### src/rtl/serial_pair_tx.sv
// Dual-lane serialiser: captures a pair of WIDTH-bit words and shifts them out
// on two serial lanes. Each frame is bracketed by a frame_clr pulse and a done pulse.
module serial_pair_tx #(
  parameter int WIDTH     = 4,
  parameter bit MSB_FIRST = 1'b1
) (
  input  logic             clk,
  input  logic             rst,
  input  logic             in_valid,
  input  logic [WIDTH-1:0] in_a,
  input  logic [WIDTH-1:0] in_b,
  output logic             in_ready,
  output logic             serial_a,
  output logic             serial_b,
  output logic             frame_clr,
  output logic             bit_valid,
  output logic             done
);

  localparam int CNT_W = $clog2(WIDTH) + 1;
  localparam logic [CNT_W-1:0] LAST_BIT = CNT_W'(WIDTH - 1);

  typedef enum logic [1:0] {IDLE, START, SHIFT, DONE} state_t;

  state_t           state, next_state;
  logic [CNT_W-1:0] count, next_count;
  logic [WIDTH-1:0] sh_a, sh_b;
  logic [WIDTH-1:0] sh_a_next, sh_b_next;
  logic             head_a, head_b;
  logic             accept;

  assign in_ready = (state == IDLE) || (state == DONE);
  assign accept   = in_valid && in_ready;

  // The outgoing bit is always the head of the shift register; its end depends on bit order.
  assign head_a    = MSB_FIRST ? sh_a[WIDTH-1] : sh_a[0];
  assign head_b    = MSB_FIRST ? sh_b[WIDTH-1] : sh_b[0];
  assign sh_a_next = MSB_FIRST ? {sh_a[WIDTH-2:0], 1'b0} : {1'b0, sh_a[WIDTH-1:1]};
  assign sh_b_next = MSB_FIRST ? {sh_b[WIDTH-2:0], 1'b0} : {1'b0, sh_b[WIDTH-1:1]};

  always_ff @(posedge clk or negedge rst) begin
    if (!rst) state <= IDLE;
    else      state <= next_state;
  end

  always_comb begin
    next_state = state;
    next_count = count;
    case (state)
      IDLE: begin
        if (accept) next_state = START;
      end
      START: begin
        next_state = SHIFT;
        next_count = '0;
      end
      SHIFT: begin
        if (count == LAST_BIT) next_state = DONE;
        else                   next_count = count + CNT_W'(1);
      end
      DONE: begin
        next_state = accept ? START : IDLE;
      end
      default: next_state = IDLE;
    endcase
  end

  // Outputs are registered from the next state, so they line up with the state they describe.
  always_ff @(posedge clk or negedge rst) begin
    if (!rst) begin
      count     <= '0;
      sh_a      <= '0;
      sh_b      <= '0;
      serial_a  <= 1'b0;
      serial_b  <= 1'b0;
      frame_clr <= 1'b0;
      bit_valid <= 1'b0;
      done      <= 1'b0;
    end else begin
      count     <= next_count;
      frame_clr <= (next_state == START);
      bit_valid <= (next_state == SHIFT);
      done      <= (next_state == DONE);
      if (accept) begin
        sh_a     <= in_a;
        sh_b     <= in_b;
        serial_a <= 1'b0;
        serial_b <= 1'b0;
      end else if (next_state == SHIFT) begin
        serial_a <= head_a;
        serial_b <= head_b;
        sh_a     <= sh_a_next;
        sh_b     <= sh_b_next;
      end else begin
        serial_a <= 1'b0;
        serial_b <= 1'b0;
      end
    end
  end

endmodule
### config.mk
export PLATFORM = sky130hd
export DESIGN_NAME = serial_pair_tx
export DESIGN_NICKNAME = d
export VERILOG_FILES = /design/src/rtl/serial_pair_tx.sv
export SDC_FILE = /design/constraint.sdc
export NUM_CORES = 1
export LEC_CHECK = 0
export CAP_MARGIN = 20
export CORE_ASPECT_RATIO = 0.6
export CORE_MARGIN = 8
export CORE_UTILIZATION = 40
export DETAILED_ROUTE_END_ITERATION = 10
export GPL_ROUTABILITY_DRIVEN = 0
export GPL_TIMING_DRIVEN = 0
export PLACE_DENSITY = 0.67
export SYNTH_ARGS = -nofsm -noshare
export SYNTH_HDL_FRONTEND = slang
export SYNTH_SLANG_ARGS = --single-unit
### constraint.sdc
create_clock -name clk -period 2.3 [get_ports clk]
set_clock_uncertainty 0.05 [all_clocks]
set_input_delay 0.575 -clock clk [delete_from_list [all_inputs] [get_ports clk]]
set_output_delay 0.575 -clock clk [all_outputs]
set_load 0.01 [all_outputs]
======== Word-level counts from Yosys, hierarchy flattened ========
Index checks and enable logic that the tools add are counted.
storage, ports and cells
  register bits ........................... 18
  bits in latches ......................... 0
  memory bits (writable) .................. 0
  memory bits (read-only) ................. 0
  input bits .............................. 11
  output and inout port bits .............. 6
  logic and storage cells ................. 38
  memories kept ........................... 0
operators by class
  add/subtract/negate cells ............... 1
  multipliers ............................. 0
  div/mod/pow operators ................... 0
  magnitude comparators ................... 0
  equal/unequal tests ..................... 8
  shifts and indexed selects .............. 0
  multiplexer cells ....................... 14
  bitwise gates (word level) .............. 0
  reduce and logical (&&, ||, !) cells .... 6
operators with widths
  cell                 count
  $mux 4               4
  $eq 2x2->1 const B   4
  $pmux 2 s4           1
  $pmux 3 s2           1
  $mux 1               5
  $eq 2x1->1 const B   2
  $mux 2               2
  $reduce_bool 2->1    2
  $add 3x1->3 const B  1
  $eq 3x2->1 const B   1
  $mux 3               1
  $logic_not 2->1      1
  $ne 2x2->1 const B   1
  $reduce_and 2->1     1
  $logic_and 1x1->1    1
  $logic_or 1x1->1     1

======== Logic depth before layout (Yosys ltp) ========
  word-level depth ........................ 8
  depth in mapped cells ................... 7
  depth with buffers taken out ............ 5

======== Worst setup path before layout ========
Ideal clock, no wire load.
  path kind ............................... flip-flop to output port
  start point ............................. register state[0]
  end point ............................... output in_ready
  arrival ................................. 1.271 ns
  data required time ...................... 1.675 ns
  slack ................................... 0.404 ns
  cell stages (with the launch flop) ...... 6
  buffers on the path ..................... 2
  cells stage by stage .................... dfrtp_1 > buf_2 > inv_1 > ha_1 > buf_4 > inv_2
on the way
  longest elaborated chain between the ends .. 2
  elaborated cells on any way between the ends .. 3
  those cells by class .................... eq/ne: 1; reduce/logical: 2
RTL lines
  item                                           line  RTL
  start, declared                                25    state_t state, next_state;
  start signal, assigned                         43    else state <= next_state;
  $eq 2x2->1 or $logic_not 2->1 (tied branches)  32    assign in_ready = (state == IDLE) || (state == DONE);
  $logic_or 1x1->1 (*)                           32
  end, declared                                  12    output logic in_ready,
Mark *: on every way between the ends. The rest lies on a longest branch, timed or not.

======== Worst setup path in the final report ========
Same ends and word-level chain as after synthesis.

==> impl_metrics.csv <==
group,metric,value,unit
status,status,"finished clean",
logic_synthesis,ys_ff_latch,18,
floorplanning,die_x,82.8,um
logic_synthesis,ys_async_sr_fraction,1.00,
grt,grt-ovfl-total,0,
logic_synthesis,yosysSeqAreaShare,0.420,
logic_synthesis,syn_inst,103,
route,antenna_left,0,
floorplanning,initial_core_util,0.425,
floorplanning,dieHeight,56.1,um
final_layout,area_growth,27.4,%
sta,min_period,2.20,ns
pwr,power.density,1540,nW/um^2
logic_synthesis,synth_warnings,0,
cts,ctsLongestPathBuffers,2,
route,drt_iter0_markers,20,
setup_path,critPathRequiredTime,1.67,ns
setup_path,critPathTopFamily,"buffers and inverters",
sta,tightest_slew,0.814,ns
grt,grtUsageTotal,0.108,
cts,htreeDepth,1,
cts,cts_hold_buf,0,
final_layout,diodes,0,
sta,slew_viol_final,0,
setup_path,crit_path_end_kind,"primary output",
route,dr_total_vias,832,
grt,grt_max_degree,19,
setup_path,cp_num_buf_inv,5,
pwr,cellLeakagePower,0.572,nW
cts,cts_root_buf,"clkbuf_8",
sta,finalHoldViolCount,0,
logic_synthesis,ys_top_cells_by_count,"dfrtp_1 (18), a211oi_1 (10), nor2b_1 (7)",
route,wl_per_cell,15.4,um
final_layout,fillers,222,
sta,rsz0062_at_grt,"false",
floorplanning,io_pins,17,
cts,numCtsBuffers,3,
grt,grt_pass1_vias,890,
floorplanning,std_cell_rows,14,
logic_synthesis,synthDominantCellAreaShare,0.420,
pwr,ir_drop,0.773,mV
final_layout,nets,142,
pwr,total_power,2.10,mW
placed_design,dp_slack,-0.345,ns
logic_synthesis,yosysMostFrequentCell,"dfrtp_1",
setup_path,worstSetupPathType,"flop to primary output",
sta,max_freq,455,MHz
floorplanning,core-area,2520,sq um
logic_synthesis,synth_edf_count,0,
floorplanning,die_area,4650,sq um
grt,antenna_found_initial,0,
setup_path,critPathMaxFanout,10,
logic_synthesis,synth_area_leaders,"dfrtp_1 (42%), a211oi_1 (7.0%), ha_1 (7.0%)",
placed_design,port_buffers,16,
final_layout,drive_above_1_share,0.169,
logic_synthesis,synth-main-ff-cell,"dfrtp_1",
logic_synthesis,synthDistinctLibCells,31,
cts,clkTransAtPathRegs,0.06,ns
min_path,worstHoldPathType,"flop to flop",
placed_design,dp_hpwl,1.77,mm
cts,cts_tree,"done",
logic_synthesis,syn_nets,120,
logic_synthesis,synth.cell_area,1070,sq um
cts,clkSinkCount,18,
setup_path,arrival,1.57,ns
job,drv_cap,0,
setup_path,start_kind,"flop",
setup_path,cpMaxStageDelayCell,"dfrtp_1",
route,viasPerCell,5.33,
grt,grt_pass1_wl,4.19,mm
setup_path,crit_top_cell,"buf_6",
logic_synthesis,syn_area_per_cell,10.4,sq um
sta,worst_slack,0.101,ns
sta,setup_viol,0,
route,routed_wl,2.41,mm
sta,slew_headroom,0.456,
setup_path,path_cells,"buf_6 > inv_6 > ha_4 > buf_6 > inv_4 > clkdlybuf4s15_2",
cts,clk_latency,0.26,ns
sta,final.period_utilization,0.956,
logic_synthesis,yosysTopAreaCell,"dfrtp_1",
setup_path,max_stage_delay,0.40,ns
route,drtPass1Iterations,4,
route,drc,0,
[where the power goes]
part / leakage [nW] / internal [mW] / total, mW / switching, mW
Clock: 0.0288 / 0.152 / 0.261 / 0.109
Combinational: 0.318 / 0.619 / 1.28 / 0.664
Sequential: 0.225 / 0.471 / 0.559 / 0.0875
Total: 0.572 / 1.24 / 2.10 / 0.860
[placed cells by master (no fill, tap or decap), drive strengths merged]
| master | instances |
|---|---|
| o22ai | 3 |
| a21oi | 1 |
| a22o | 1 |
| and2 | 1 |
| inv | 4 |
| o31ai | 4 |
| clkbuf | 4 |
| clkdlybuf4s50 | 15 |
| mux2 | 1 |
| a2111oi | 2 |
| nor2 | 3 |
| nor2b | 7 |
| ha | 6 |
| o41ai | 2 |
| nand3 | 1 |
| and3 | 2 |
| a211oi | 10 |
| xnor2 | 1 |
| nand2 | 3 |
| or2b | 1 |
| dfrtp | 18 |
| o21ai | 4 |
| clkdlybuf4s15 | 1 |
| or4b | 6 |
| mux2i | 2 |
| buf | 8 |
| nand2b | 7 |
| nor3 | 6 |
[kinds of logic after synthesis]
| kind of cell | Yosys count | share of synthesized area |
|---|---|---|
| and+or+nand+nor | 37 | 0.232 |
| AOI/OAI and AO/OA | 27 | 0.186 |
| DFF | 18 | 0.420 |
| buffers and inverters | 11 | 0.0548 |
| adders and majority gates | 6 | 0.0700 |
| muxes | 3 | 0.0292 |
| xor gates and xnor gates | 1 | 0.00817 |
[layout make-up]
type | count | area (sq um) | area share
plain buffers | 7 | 53.8 | 0.0394
clock buffers | 4 | 55.1 | 0.0403
inverters | 4 | 22.5 | 0.0165
multi-input cells | 74 | 576 | 0.421
flip-flops and latches | 18 | 450 | 0.330
well taps | 32 | 40.0 | 0.0293
repair buffers | 17 | 169 | 0.124
[registers in the layout (all words and copies together) (netlist names)]
register,cells
serial_a,1
sh_b,4
serial_b,1
state,2
frame_clr,1
done,1
count,3
sh_a,4
bit_valid,1
[layer usage]
metal | track usage | part of all wire | vias to the layer above
met4 | 0.0224 | 0.0042 | 0
met5 | 0 | 0 | -
met1 | 0.150 | 0.56 | 376
met3 | 0.0482 | 0.061 | 3
li1 | - | - | 429
met2 | 0.147 | 0.37 | 24
[timing repair]
item,4_1_cts,5_1_grt
setup buffers,0,1
pin swaps,0,0
gates resized for setup,10,2
setup endpoints to repair,1,1
[worst paths after layout]
kind / from / endpoint / slack [ns] / cells past startpoint
setup reg to reg: count[0]$_DFFE_PN0P_ / sh_a[1]$_DFFE_PN0P_ / 0.39 / 6
setup / recovery: state[0]$_DFF_PN0_ / in_ready / 0.10 / 6
hold reg to reg: count[2]$_DFFE_PN0P_ / count[2]$_DFFE_PN0P_ / 0.47 / 2
hold / removal: count[2]$_DFFE_PN0P_ / count[2]$_DFFE_PN0P_ / 0.47 / 2
min in group asynchronous: rst / sh_b[2]$_DFFE_PN0P_ / 0.73 / 1
max in group asynchronous: rst / serial_a$_DFF_PN0_ / 0.96 / 1
[per-stage QoR]
step                      utilization  hold slack, ns  instances  setup TNS, ns  area, sq um
after global routing            0.542           0.514        156              0         1370
after CTS                       0.536           0.465        155              0         1350
after floorplan                     -           0.229        103              0         1070
final                           0.542           0.469        156              0         1370
after detailed placement        0.504           0.449        151         -0.345         1270
after global placement          0.504           0.434        151         -0.333         1270
[worst reg2reg max path: cells and delay by family (launching register included)]
kind / cells / cell delay [ns]
adders and majority gates: 2 / 0.48
AOI/OAI and AO/OA: 1 / 0.44
DFF: 1 / 0.41
and+or+nand+nor: 2 / 0.25
buffers and inverters: 1 / 0.16
Note: power is estimated with default switching activity, not from simulation.
